### config.mk
export PLATFORM = sky130hd
export DESIGN_NAME = multi_cycle_control_unit
export DESIGN_NICKNAME = d
export VERILOG_FILES = /design/src/rtl/multi_cycle_pkg.sv /design/src/rtl/mcu_opcode_decode.sv /design/src/rtl/multi_cycle_control_unit.sv
export SDC_FILE = /design/constraint.sdc
export NUM_CORES = 1
export LEC_CHECK = 0
export BUFFER_PORTS_ARGS = -buffer_cell sky130_fd_sc_hd__clkbuf_2
export CAP_MARGIN = 25
export CORE_ASPECT_RATIO = 1.1
export CORE_MARGIN = 5
export CORE_UTILIZATION = 50
export DETAILED_ROUTE_END_ITERATION = 16
export HOLD_SLACK_MARGIN = 0.12
export PLACE_DENSITY = 0.91
export SLEW_MARGIN = 20
export SYNTH_ARGS = -nofsm -noshare
export SYNTH_HDL_FRONTEND = slang
export SYNTH_SLANG_ARGS = --single-unit
### constraint.sdc
create_clock -name CLK -period 1.9 [get_ports CLK]
set_input_delay 0.285 -clock CLK [delete_from_list [all_inputs] [get_ports CLK]]
set_output_delay 0.285 -clock CLK [all_outputs]
set_load 0.02 [all_outputs]
### src/rtl/multi_cycle_pkg.sv
// Shared constants for the multi-cycle control unit: opcodes, state
// encodings, instruction classes, ALUOp codes and PCSrc/RegDst encodings.
// The jump-and-link opcodes are only legal when MCU_JUMP_LINK_EN is defined.
package multi_cycle_pkg;

  localparam logic [5:0] OP_ADD  = 6'b000000;
  localparam logic [5:0] OP_ADDI = 6'b000001;
  localparam logic [5:0] OP_SUB  = 6'b000010;
  localparam logic [5:0] OP_ORI  = 6'b010000;
  localparam logic [5:0] OP_AND  = 6'b010001;
  localparam logic [5:0] OP_OR   = 6'b010010;
  localparam logic [5:0] OP_SLL  = 6'b011000;
  localparam logic [5:0] OP_SLT  = 6'b011100;
  localparam logic [5:0] OP_SW   = 6'b100110;
  localparam logic [5:0] OP_LW   = 6'b100111;
  localparam logic [5:0] OP_BEQ  = 6'b110000;
  localparam logic [5:0] OP_BNE  = 6'b110001;
  localparam logic [5:0] OP_BGTZ = 6'b110010;
  localparam logic [5:0] OP_J    = 6'b111000;
  localparam logic [5:0] OP_JR   = 6'b111001;
  localparam logic [5:0] OP_JAL  = 6'b111010;
  localparam logic [5:0] OP_HALT = 6'b111111;

  typedef enum logic [2:0] {
    ST_IF     = 3'b000,
    ST_ID     = 3'b001,
    ST_EXE_LS = 3'b010,
    ST_MEM    = 3'b011,
    ST_WB_LD  = 3'b100,
    ST_EXE_BR = 3'b101,
    ST_EXE_AL = 3'b110,
    ST_WB_AL  = 3'b111
  } state_e;

  typedef enum logic [3:0] {
    CL_ALU,
    CL_LOAD,
    CL_STORE,
    CL_BEQ,
    CL_BNE,
    CL_BGTZ,
    CL_JUMP,
    CL_JR,
    CL_JAL,
    CL_HALT,
    CL_ILLEGAL
  } class_e;

  localparam logic [2:0] ALU_ADD = 3'b000;
  localparam logic [2:0] ALU_SUB = 3'b001;
  localparam logic [2:0] ALU_SLL = 3'b010;
  localparam logic [2:0] ALU_OR  = 3'b011;
  localparam logic [2:0] ALU_AND = 3'b100;
  localparam logic [2:0] ALU_SLT = 3'b110;
  localparam logic [2:0] ALU_CMP = 3'b111;

  localparam logic [1:0] PCSRC_PC4    = 2'b00;
  localparam logic [1:0] PCSRC_BRANCH = 2'b01;
  localparam logic [1:0] PCSRC_RS     = 2'b10;
  localparam logic [1:0] PCSRC_JUMP   = 2'b11;

  localparam logic [1:0] REGDST_RA = 2'b00;
  localparam logic [1:0] REGDST_RT = 2'b01;
  localparam logic [1:0] REGDST_RD = 2'b10;

endpackage

### src/rtl/mcu_opcode_decode.sv
// Combinational opcode decoder: instruction class, ALU controls and legality.
// jr/jal decode as legal only when MCU_JUMP_LINK_EN is defined.
module mcu_opcode_decode
  import multi_cycle_pkg::*;
#(
  parameter int OPCODE_W = 6
) (
  input  logic [OPCODE_W-1:0] opcode_i,
  output class_e              class_o,
  output logic [2:0]          aluOp_o,
  output logic                extSel_o,
  output logic                aluSrcA_o,
  output logic                aluSrcB_o,
  output logic [1:0]          regDst_o,
  output logic                legal_o
);

  logic [OPCODE_W-1:0] lowOnly;

  // Classify the opcode; anything with non-zero upper bits is illegal
  always_comb begin
    class_o   = CL_ILLEGAL;
    aluOp_o   = ALU_ADD;
    extSel_o  = 1'b0;
    aluSrcA_o = 1'b0;
    aluSrcB_o = 1'b0;
    regDst_o  = REGDST_RA;
    lowOnly   = '0;
    lowOnly[5:0] = opcode_i[5:0];
    if (lowOnly == opcode_i) begin
      case (opcode_i[5:0])
        OP_ADD:  begin class_o = CL_ALU; aluOp_o = ALU_ADD; regDst_o = REGDST_RD; end
        OP_SUB:  begin class_o = CL_ALU; aluOp_o = ALU_SUB; regDst_o = REGDST_RD; end
        OP_AND:  begin class_o = CL_ALU; aluOp_o = ALU_AND; regDst_o = REGDST_RD; end
        OP_OR:   begin class_o = CL_ALU; aluOp_o = ALU_OR;  regDst_o = REGDST_RD; end
        OP_SLT:  begin class_o = CL_ALU; aluOp_o = ALU_SLT; regDst_o = REGDST_RD; end
        OP_SLL:  begin
          class_o = CL_ALU; aluOp_o = ALU_SLL; regDst_o = REGDST_RD; aluSrcA_o = 1'b1;
        end
        OP_ADDI: begin
          class_o = CL_ALU; aluOp_o = ALU_ADD; regDst_o = REGDST_RT;
          aluSrcB_o = 1'b1; extSel_o = 1'b1;
        end
        OP_ORI:  begin
          class_o = CL_ALU; aluOp_o = ALU_OR; regDst_o = REGDST_RT; aluSrcB_o = 1'b1;
        end
        OP_SW:   begin class_o = CL_STORE; aluSrcB_o = 1'b1; extSel_o = 1'b1; end
        OP_LW:   begin class_o = CL_LOAD;  aluSrcB_o = 1'b1; extSel_o = 1'b1; end
        OP_BEQ:  begin class_o = CL_BEQ;  aluOp_o = ALU_CMP; extSel_o = 1'b1; end
        OP_BNE:  begin class_o = CL_BNE;  aluOp_o = ALU_CMP; extSel_o = 1'b1; end
        OP_BGTZ: begin class_o = CL_BGTZ; aluOp_o = ALU_SUB; extSel_o = 1'b1; end
        OP_J:    class_o = CL_JUMP;
        OP_HALT: class_o = CL_HALT;
`ifdef MCU_JUMP_LINK_EN
        OP_JR:   class_o = CL_JR;
        OP_JAL:  class_o = CL_JAL;
`endif
        default: class_o = CL_ILLEGAL;
      endcase
    end
    legal_o = (class_o != CL_ILLEGAL);
  end

endmodule

### src/rtl/multi_cycle_control_unit.sv
// Multi-cycle controller: walks each instruction through IF/ID/EXE/MEM/WB
// and drives the datapath strobes. HALT reuses the IF encoding plus a flag.
// Optional MCU_JUMP_LINK_EN adds jr/jal, both finishing in ID.
module multi_cycle_control_unit
  import multi_cycle_pkg::*;
#(
  parameter int OPCODE_W = 6,
  parameter int ALUOP_W  = 3
) (
  input  logic                CLK,
  input  logic                RST,
  input  logic [OPCODE_W-1:0] Opcode,
  input  logic                zero,
  input  logic                sign,
  output logic                PCWre,
  output logic                IRWre,
  output logic                RegWre,
  output logic                ALUSrcA,
  output logic                ALUSrcB,
  output logic                DBDataSrc,
  output logic                WrRegDSrc,
  output logic                nRD,
  output logic                nWR,
  output logic [1:0]          RegDst,
  output logic                ExtSel,
  output logic [1:0]          PCSrc,
  output logic [ALUOP_W-1:0]  ALUOp,
  output logic [2:0]          State,
  output logic                Halted,
  output logic                Illegal
);

  state_e     state_q, state_d;
  logic       halted_q, halted_d;
  logic       illegal_q, illegal_d;

  class_e     decClass;
  logic [2:0] decAluOp;
  logic       decExtSel, decAluSrcA, decAluSrcB, decLegal;
  logic [1:0] decRegDst;
  logic [2:0] aluOpSel;
  logic       branchTaken;

  mcu_opcode_decode #(.OPCODE_W(OPCODE_W)) u_decode (
    .opcode_i  (Opcode),
    .class_o   (decClass),
    .aluOp_o   (decAluOp),
    .extSel_o  (decExtSel),
    .aluSrcA_o (decAluSrcA),
    .aluSrcB_o (decAluSrcB),
    .regDst_o  (decRegDst),
    .legal_o   (decLegal)
  );

  // Next state, halt flag and sticky illegal flag
  always_comb begin
    state_d   = state_q;
    halted_d  = halted_q;
    illegal_d = illegal_q;
    if (!halted_q) begin
      case (state_q)
        ST_IF: state_d = ST_ID;
        ST_ID: begin
          state_d = ST_IF;
          if (!decLegal) begin
            halted_d  = 1'b1;
            illegal_d = 1'b1;
          end else begin
            case (decClass)
              CL_ALU:                 state_d = ST_EXE_AL;
              CL_LOAD, CL_STORE:      state_d = ST_EXE_LS;
              CL_BEQ, CL_BNE, CL_BGTZ: state_d = ST_EXE_BR;
              CL_HALT:                halted_d = 1'b1;
              default:                state_d = ST_IF;
            endcase
          end
        end
        ST_EXE_AL: state_d = ST_WB_AL;
        ST_EXE_LS: state_d = ST_MEM;
        ST_MEM:    state_d = (decClass == CL_LOAD) ? ST_WB_LD : ST_IF;
        default:   state_d = ST_IF;
      endcase
    end
  end

  // State register; reset returns to IF and clears the halt/illegal flags
  always_ff @(posedge CLK) begin
    if (RST) begin
      state_q   <= ST_IF;
      halted_q  <= 1'b0;
      illegal_q <= 1'b0;
    end else begin
      state_q   <= state_d;
      halted_q  <= halted_d;
      illegal_q <= illegal_d;
    end
  end

  // Per-state datapath strobes; reset and HALT leave everything idle
  always_comb begin
    PCWre     = 1'b0;
    IRWre     = 1'b0;
    RegWre    = 1'b0;
    ALUSrcA   = 1'b0;
    ALUSrcB   = 1'b0;
    DBDataSrc = 1'b0;
    WrRegDSrc = 1'b1;
    nRD       = 1'b1;
    nWR       = 1'b1;
    RegDst    = REGDST_RA;
    ExtSel    = 1'b0;
    PCSrc     = PCSRC_PC4;
    aluOpSel  = ALU_ADD;
    branchTaken = 1'b0;
    if (!RST && !halted_q) begin
      case (state_q)
        ST_IF: IRWre = 1'b1;
        ST_ID: begin
          case (decClass)
            CL_ALU: begin
              ALUSrcA = decAluSrcA; ALUSrcB = decAluSrcB; ExtSel = decExtSel;
              RegDst = decRegDst; aluOpSel = decAluOp;
            end
            CL_JUMP: begin PCWre = 1'b1; PCSrc = PCSRC_JUMP; end
`ifdef MCU_JUMP_LINK_EN
            CL_JR:   begin PCWre = 1'b1; PCSrc = PCSRC_RS; end
            CL_JAL:  begin
              PCWre = 1'b1; PCSrc = PCSRC_JUMP; RegWre = 1'b1;
              RegDst = REGDST_RA; WrRegDSrc = 1'b0;
            end
`endif
            default: ;
          endcase
        end
        ST_EXE_AL, ST_WB_AL: begin
          ALUSrcA = decAluSrcA; ALUSrcB = decAluSrcB; ExtSel = decExtSel;
          RegDst = decRegDst; aluOpSel = decAluOp;
          if (state_q == ST_WB_AL) begin
            RegWre = 1'b1; PCWre = 1'b1;
          end
        end
        ST_EXE_LS, ST_MEM: begin
          ALUSrcB = 1'b1; ExtSel = 1'b1; aluOpSel = ALU_ADD;
          if (state_q == ST_MEM) begin
            if (decClass == CL_LOAD) begin
              nRD = 1'b0;
            end else begin
              nWR = 1'b0; PCWre = 1'b1;
            end
          end
        end
        ST_WB_LD: begin
          nRD = 1'b0; DBDataSrc = 1'b1; RegDst = REGDST_RT; RegWre = 1'b1; PCWre = 1'b1;
        end
        ST_EXE_BR: begin
          ExtSel = 1'b1; aluOpSel = decAluOp; PCWre = 1'b1;
          case (decClass)
            CL_BEQ:  branchTaken = zero;
            CL_BNE:  branchTaken = !zero;
            CL_BGTZ: branchTaken = !(zero | sign);
            default: branchTaken = 1'b0;
          endcase
          PCSrc = branchTaken ? PCSRC_BRANCH : PCSRC_PC4;
        end
        default: ;
      endcase
    end
  end

  // Zero-pad the 3-bit ALU code to the configured ALUOp width
  always_comb begin
    ALUOp = '0;
    ALUOp[2:0] = aluOpSel;
  end

  assign State   = state_q;
  assign Halted  = halted_q & ~RST;
  assign Illegal = illegal_q & ~RST;

endmodule

Word-level counts from Yosys, hierarchy flattened:

Index checks and enable logic that the tools add are counted.

* memories kept: 0
* memory bits (read-only): 0
* logic and storage cells: 117
* input port bits: 10
* bits in writable memories: 0
* register bits: 5
* output and inout port bits: 22
* latch bits: 0

* reductions and logical operators: 24
* $mul: 0
* bitwise logic cells: 6
* shift operators: 0
* magnitude comparators: 0
* mux-type cells: 55
* add/subtract/negate cells: 0
* equal/unequal tests: 29
* divide/modulo/power cells: 0

Operators with widths (count)
* == test 6 bit, second input constant: 7
* 2-to-1 mux 1 bit: 32
* case mux 4 bit (8 select lines): 1
* == test 6 x 5 -> 1 bit, second input constant: 5
* case mux 3 bit (6 select lines): 1
* OR reduction 2 bit: 8
* case mux 3 bit (5 select lines): 1
* == test 3 bit, second input constant: 4
* == test 4 x 3 -> 1 bit, second input constant: 3
* 2-to-1 mux 3 bit: 4
* OR reduction 6 bit: 2
* case mux 1 bit (3 select lines): 3
* case mux 3 bit (3 select lines): 1
* OR reduction 3 bit: 3
* == test 4 x 2 -> 1 bit, second input constant: 2
* 2-to-1 mux 2 bit: 4
* case mux 2 bit (2 select lines): 2
* OR reduction 8 bit: 1
* == test 3 x 2 -> 1 bit, second input constant: 2
* == test 6 x 1 -> 1 bit, second input constant: 1
* == test 6 x 2 -> 1 bit, second input constant: 1
* zero test 6 bit: 1
* case mux 1 bit (2 select lines): 3
* case mux 2 bit (3 select lines): 1
* 15 further kinds: 21

Depth between registers and ports, before layout:

* word-level depth: 10
* depth in mapped cells: 7
* mapped depth without buffers: 5

By module:

Synthesis repeated with hierarchy kept, for this count alone.

* cell total of the unflattened synthesis: 158
* area, all modules: 1033.5 µm²

Modules (own cells, without submodules)
* multi_cycle_control_unit: area an instance 618.1 µm², cells an instance 91, instances 1, sequential area each 100.1 µm²
* mcu_opcode_decode: area an instance 415.4 µm², cells an instance 67, instances 1, sequential area each 0.0 µm²

Worst setup path after synthesis:

OpenSTA, ideal clock, no wires.

* kind: input to output
* from: input Opcode[1]
* to: output ALUOp[1]
* path buffers: 1
* data arrival time: 1.831 ns
* stages: 6
* data required time: 1.615 ns
* setup slack: -0.216 ns
* cell sequence: buf_6 a211o_1 o31a_1 nor2_1 a21oi_1 nor4b_1

* longest elaborated chain between the ends: 7
* elaborated cells on any way between the ends: 25
* those cells by class: eq/ne: 14; mux: 5; reduce/logical: 6

Ends and longest elaborated chain
* start: declaration: line multi_cycle_control_unit.sv:12 `input logic [OPCODE_W-1:0] Opcode,`
* == test 6 x 2 -> 1 bit (tied with other cells): line mcu_opcode_decode.sv:31 `case (opcode_i[5:0])`
* OR reduction 8 bit (no source line)
* case mux 4 bit (8 select lines): line mcu_opcode_decode.sv:31
* zero test 4 bit: line multi_cycle_control_unit.sv:119 `case (decClass)`
* 2-to-1 mux 3 bit: line multi_cycle_control_unit.sv:119
* case mux 3 bit (2 select lines) (*): line multi_cycle_control_unit.sv:116 `case (state_q)`
* 2-to-1 mux 3 bit (*): line multi_cycle_control_unit.sv:115 `if (!RST && !halted_q) begin`
* end: declaration: line multi_cycle_control_unit.sv:27 `output logic [ALUOP_W-1:0] ALUOp,`

Mark *: on every way between the ends. The rest lies on a longest branch, timed or not.

Worst setup path in the final report:

* from: register state_q[2] (netlist: State[2])
* to: output RegDst[1]

* longest elaborated chain between the ends: 4
* elaborated cells on any way between the ends: 7
* those cells by class: eq/ne: 4; mux: 2; reduce/logical: 1

Ends and longest elaborated chain
* start: declaration: line multi_cycle_control_unit.sv:33 `state_e state_q, state_d;`
* start signal: assignment: line multi_cycle_control_unit.sv:93 `state_q <= state_d;`
* == test 3 bit: line multi_cycle_control_unit.sv:116
* OR reduction 2 bit: line multi_cycle_control_unit.sv:116
* case mux 2 bit (3 select lines) (*): line multi_cycle_control_unit.sv:116
* 2-to-1 mux 2 bit (*): line multi_cycle_control_unit.sv:115
* end: declaration: line multi_cycle_control_unit.sv:24 `output logic [1:0] RegDst,`

Marks and branches as above.

==> flow_summary.toml <==
[sta]
final.setup.tns_ns = -0.320
hold_violations = 0
setup_ws_ns = -0.0951
rsz0062_at_grt = "yes"
finalMaxSlewViolations = 0
fmax_mhz = 501
whs_ns = 0.321
fin_crit_ns = 2.00
finalClockSkew_ns = 0.0155
period_share_pct = 105
finalSetupViolations = 8

[finish]
areaGrowthSynthToFinish_pct = 52.6
num_antenna_cells = 0
final_cell_mix = "buf_4, clkbuf_2, nor2_1"
design.final.nets = 211
stdcell_count = 215
final_common_cell = "buf_4"
layout-drive-gt1-share_pct = 45.2

[place]
dp.cells = 204
post-place-ws_ns = -0.106
place.gp.congestion = 0.945
dp_hpwl_mm = 2.73
io_buffers = 30

[critical_path]
ff2ff_setup_slack_ns = 0.41
startpoint = "State[2]"
crit_slowest_cell = "dfxtp_4"
crit_end = "RegDst[1]"
critPathKind = "reg2out"
cp.required_ns = 1.62
reg2reg_depth = 5
arrival_ns = 1.71
r2r_start = "State[1]"
path_cells = "inv_2, nand3_4, nor2_1, o211ai_1, buf_4, a211oi_2, buf_4"
critPathCaptureType = "primary output"
cpPeakStageDelay_ns = 0.39
startpoint_type = "register"
crit_top_cell = "buf_4"
worstPathMaxFanout = 11
regToRegEndpoint = "State[0]"

[floorplan]
row_count = 16
core_area_mm2 = 0.00180
start_util_pct = 52.9
dieHeight_um = 55.8
dieArea_mm2 = 0.00288
die_w_um = 51.6
ios = 32

[run_status]
violations = "setup timing"
status = "finished with violations"

[clocking]
clock_path_buffers = 2
clock_latency_ns = 0.26
clkSlewWorstSetupHoldPaths_ns = 0.06
cts_buffers = 3
cts_tree = "done"
h-tree-depth = 1
cts.sinks = 5
root_buffer = "clkbuf_4"

[yosys]
synth_fp_nets = 163
synth_warnings = 0
synth_xor_area_share_pct = 0.919
synth_top_family_by_area = "simple AND/OR/NAND/NOR gates"
synth-edff-count = 0
synth-simple-area-share_pct = 37.8
synth-main-ff-cell = "dfxtp_1"
ys_seq_area_share_pct = 10.5
synth_mux_area_share_pct = 1.05
synthAdderAreaFrac_pct = 4.99
synth_area_um2 = 953
synth_cells = 150
synth_compound_area_share_pct = 33.5
syn_area_per_cell_um2 = 6.36
synthDistinctLibCells = 48
synthArstFlopShare_pct = 0
ys_ff_latch = 5

[hold_path]
hold_path.class = "in2reg"
min_from = "RST"

[grt]
grt_remaining_overflow = 0
grt_pass1_vias = 1368
grt_max_degree = 12
groute.usage.overall_pct = 27.1
grt_antenna_before_repair = 0
grt_pass1_wl_mm = 6.10

[flow_run]
max_cap_violations = 0

[pwr]
power.switching_uw = 307
vdd_drop_max_uv = 572
p_leak_uw = 0.000636
seq_power_share_pct = 22.0
swShare_pct = 47.1
p_int_uw = 344
power_uw = 651
combPwrFrac_pct = 56.9
p_per_area_mw_per_mm2 = 447
p_clk_share_pct = 21.1

[drt]
ant_nets = 0
drtIter0Drc = 136
vias_per_cell = 7.07
drc = 0
wirelength_mm = 4.51
vias = 1521
firstDrtPassIters = 5
detail_route.wl_per_cell_um = 21.0
-- state kept, by name (all words and copies together), names as in the netlist --
register   cells
State          3
halted_q       1
illegal_q      1
-- layer usage --
| metal | track usage, % | wire, um |
|---|---|---|
| met5 | 0 | 0 |
| met4 | 12.7 | 367 |
| met3 | 7.51 | 528 |
| met2 | 45.3 | 2110 |
| met1 | 31.1 | 1500 |
-- power by group through the flow --
stage / clock (uW) / combinational, uW / sequential (uW)
final: 137 / 371 / 143
after global routing: 144 / 387 / 146
after CTS: 132 / 314 / 135
after detailed placement: 0 / 296 / 136
after global placement: 0 / 281 / 136
after floorplan: 0 / 191 / 136
-- per-stage QoR --
| stage | area (um^2) | utilization, % |
|---|---|---|
| 2_1_floorplan | 972 | - |
| 3_3_place_gp | 1210 | 67.4 |
| 3_5_place_dp | 1210 | 67.4 |
| 4_1_cts | 1360 | 75.5 |
| 5_1_grt | 1460 | 80.8 |
| 6_report | 1460 | 80.8 |
-- Yosys cell counts, types with 2 or more instances --
cell type,instances,area share [%]
nor4_1,2,1.3
ha_1,3,3.9
nand3_1,6,3.1
nand2_1,14,5.5
a32o_1,2,2.1
o21ai_0,7,3.7
o2111ai_1,3,2.8
and3_1,3,2.0
a211oi_1,2,1.6
inv_1,6,2.4
nor3_1,6,3.1
a21oi_1,14,7.3
o22ai_1,6,3.9
buf_6,2,2.4
or2_2,2,1.3
a41oi_1,2,1.8
buf_4,2,1.6
clkbuf_1,5,2.0
dfxtp_1,5,10
buf_2,5,2.6
nand2b_1,5,3.3
a21o_1,2,1.6
nor2_1,18,7.1
nor2b_1,3,2.0
and2_1,2,1.3
-- cell families after synthesis --
kind of cell / count (synthesis)
AOI/OAI and AO/OA: 48
other: 1
muxes: 1
buffers and inverters: 20
and+or+nand+nor: 70
adders and majority gates: 4
DFF: 5
xor gates and xnor gates: 1
-- repair_timing --
| action | 4_1_cts | 5_1_grt |
|---|---|---|
| gates cloned | 0 | 0 |
| gates resized for setup | 30 | 22 |
| pin swaps | 10 | 9 |
| setup buffers | 3 | 4 |
| endpoints found under the setup margin | 11 | 12 |
| hold buffers | 0 | 0 |
-- worst max-delay path, delay by kind of cell (launching register included) --
kind | cells | cell delay, ns
buffers and inverters | 3 | 0.49
DFF | 1 | 0.39
AOI/OAI and AO/OA | 2 | 0.29
and+or+nand+nor | 2 | 0.28
-- area by class of cell --
type	instances	area (um^2)
Sequential cell	5	111
Clock buffer	4	26.3
Timing Repair Buffer	57	419
Tap cell	18	22.5
Multi-Input combinational cell	125	853
Inverter	6	22.5
Fill cell	117	347
-- worst min path at each step --
stage	to	slack [ns]	cells past startpoint
final	halted_q	0.32	2
after global routing	halted_q	0.33	2
after CTS	State[0]	0.29	2
after detailed placement	State[0]	0.54	2
after global placement	State[0]	0.54	2
after floorplan	halted_q	0.35	1
No activity file was read; power rests on OpenSTA's default activity.
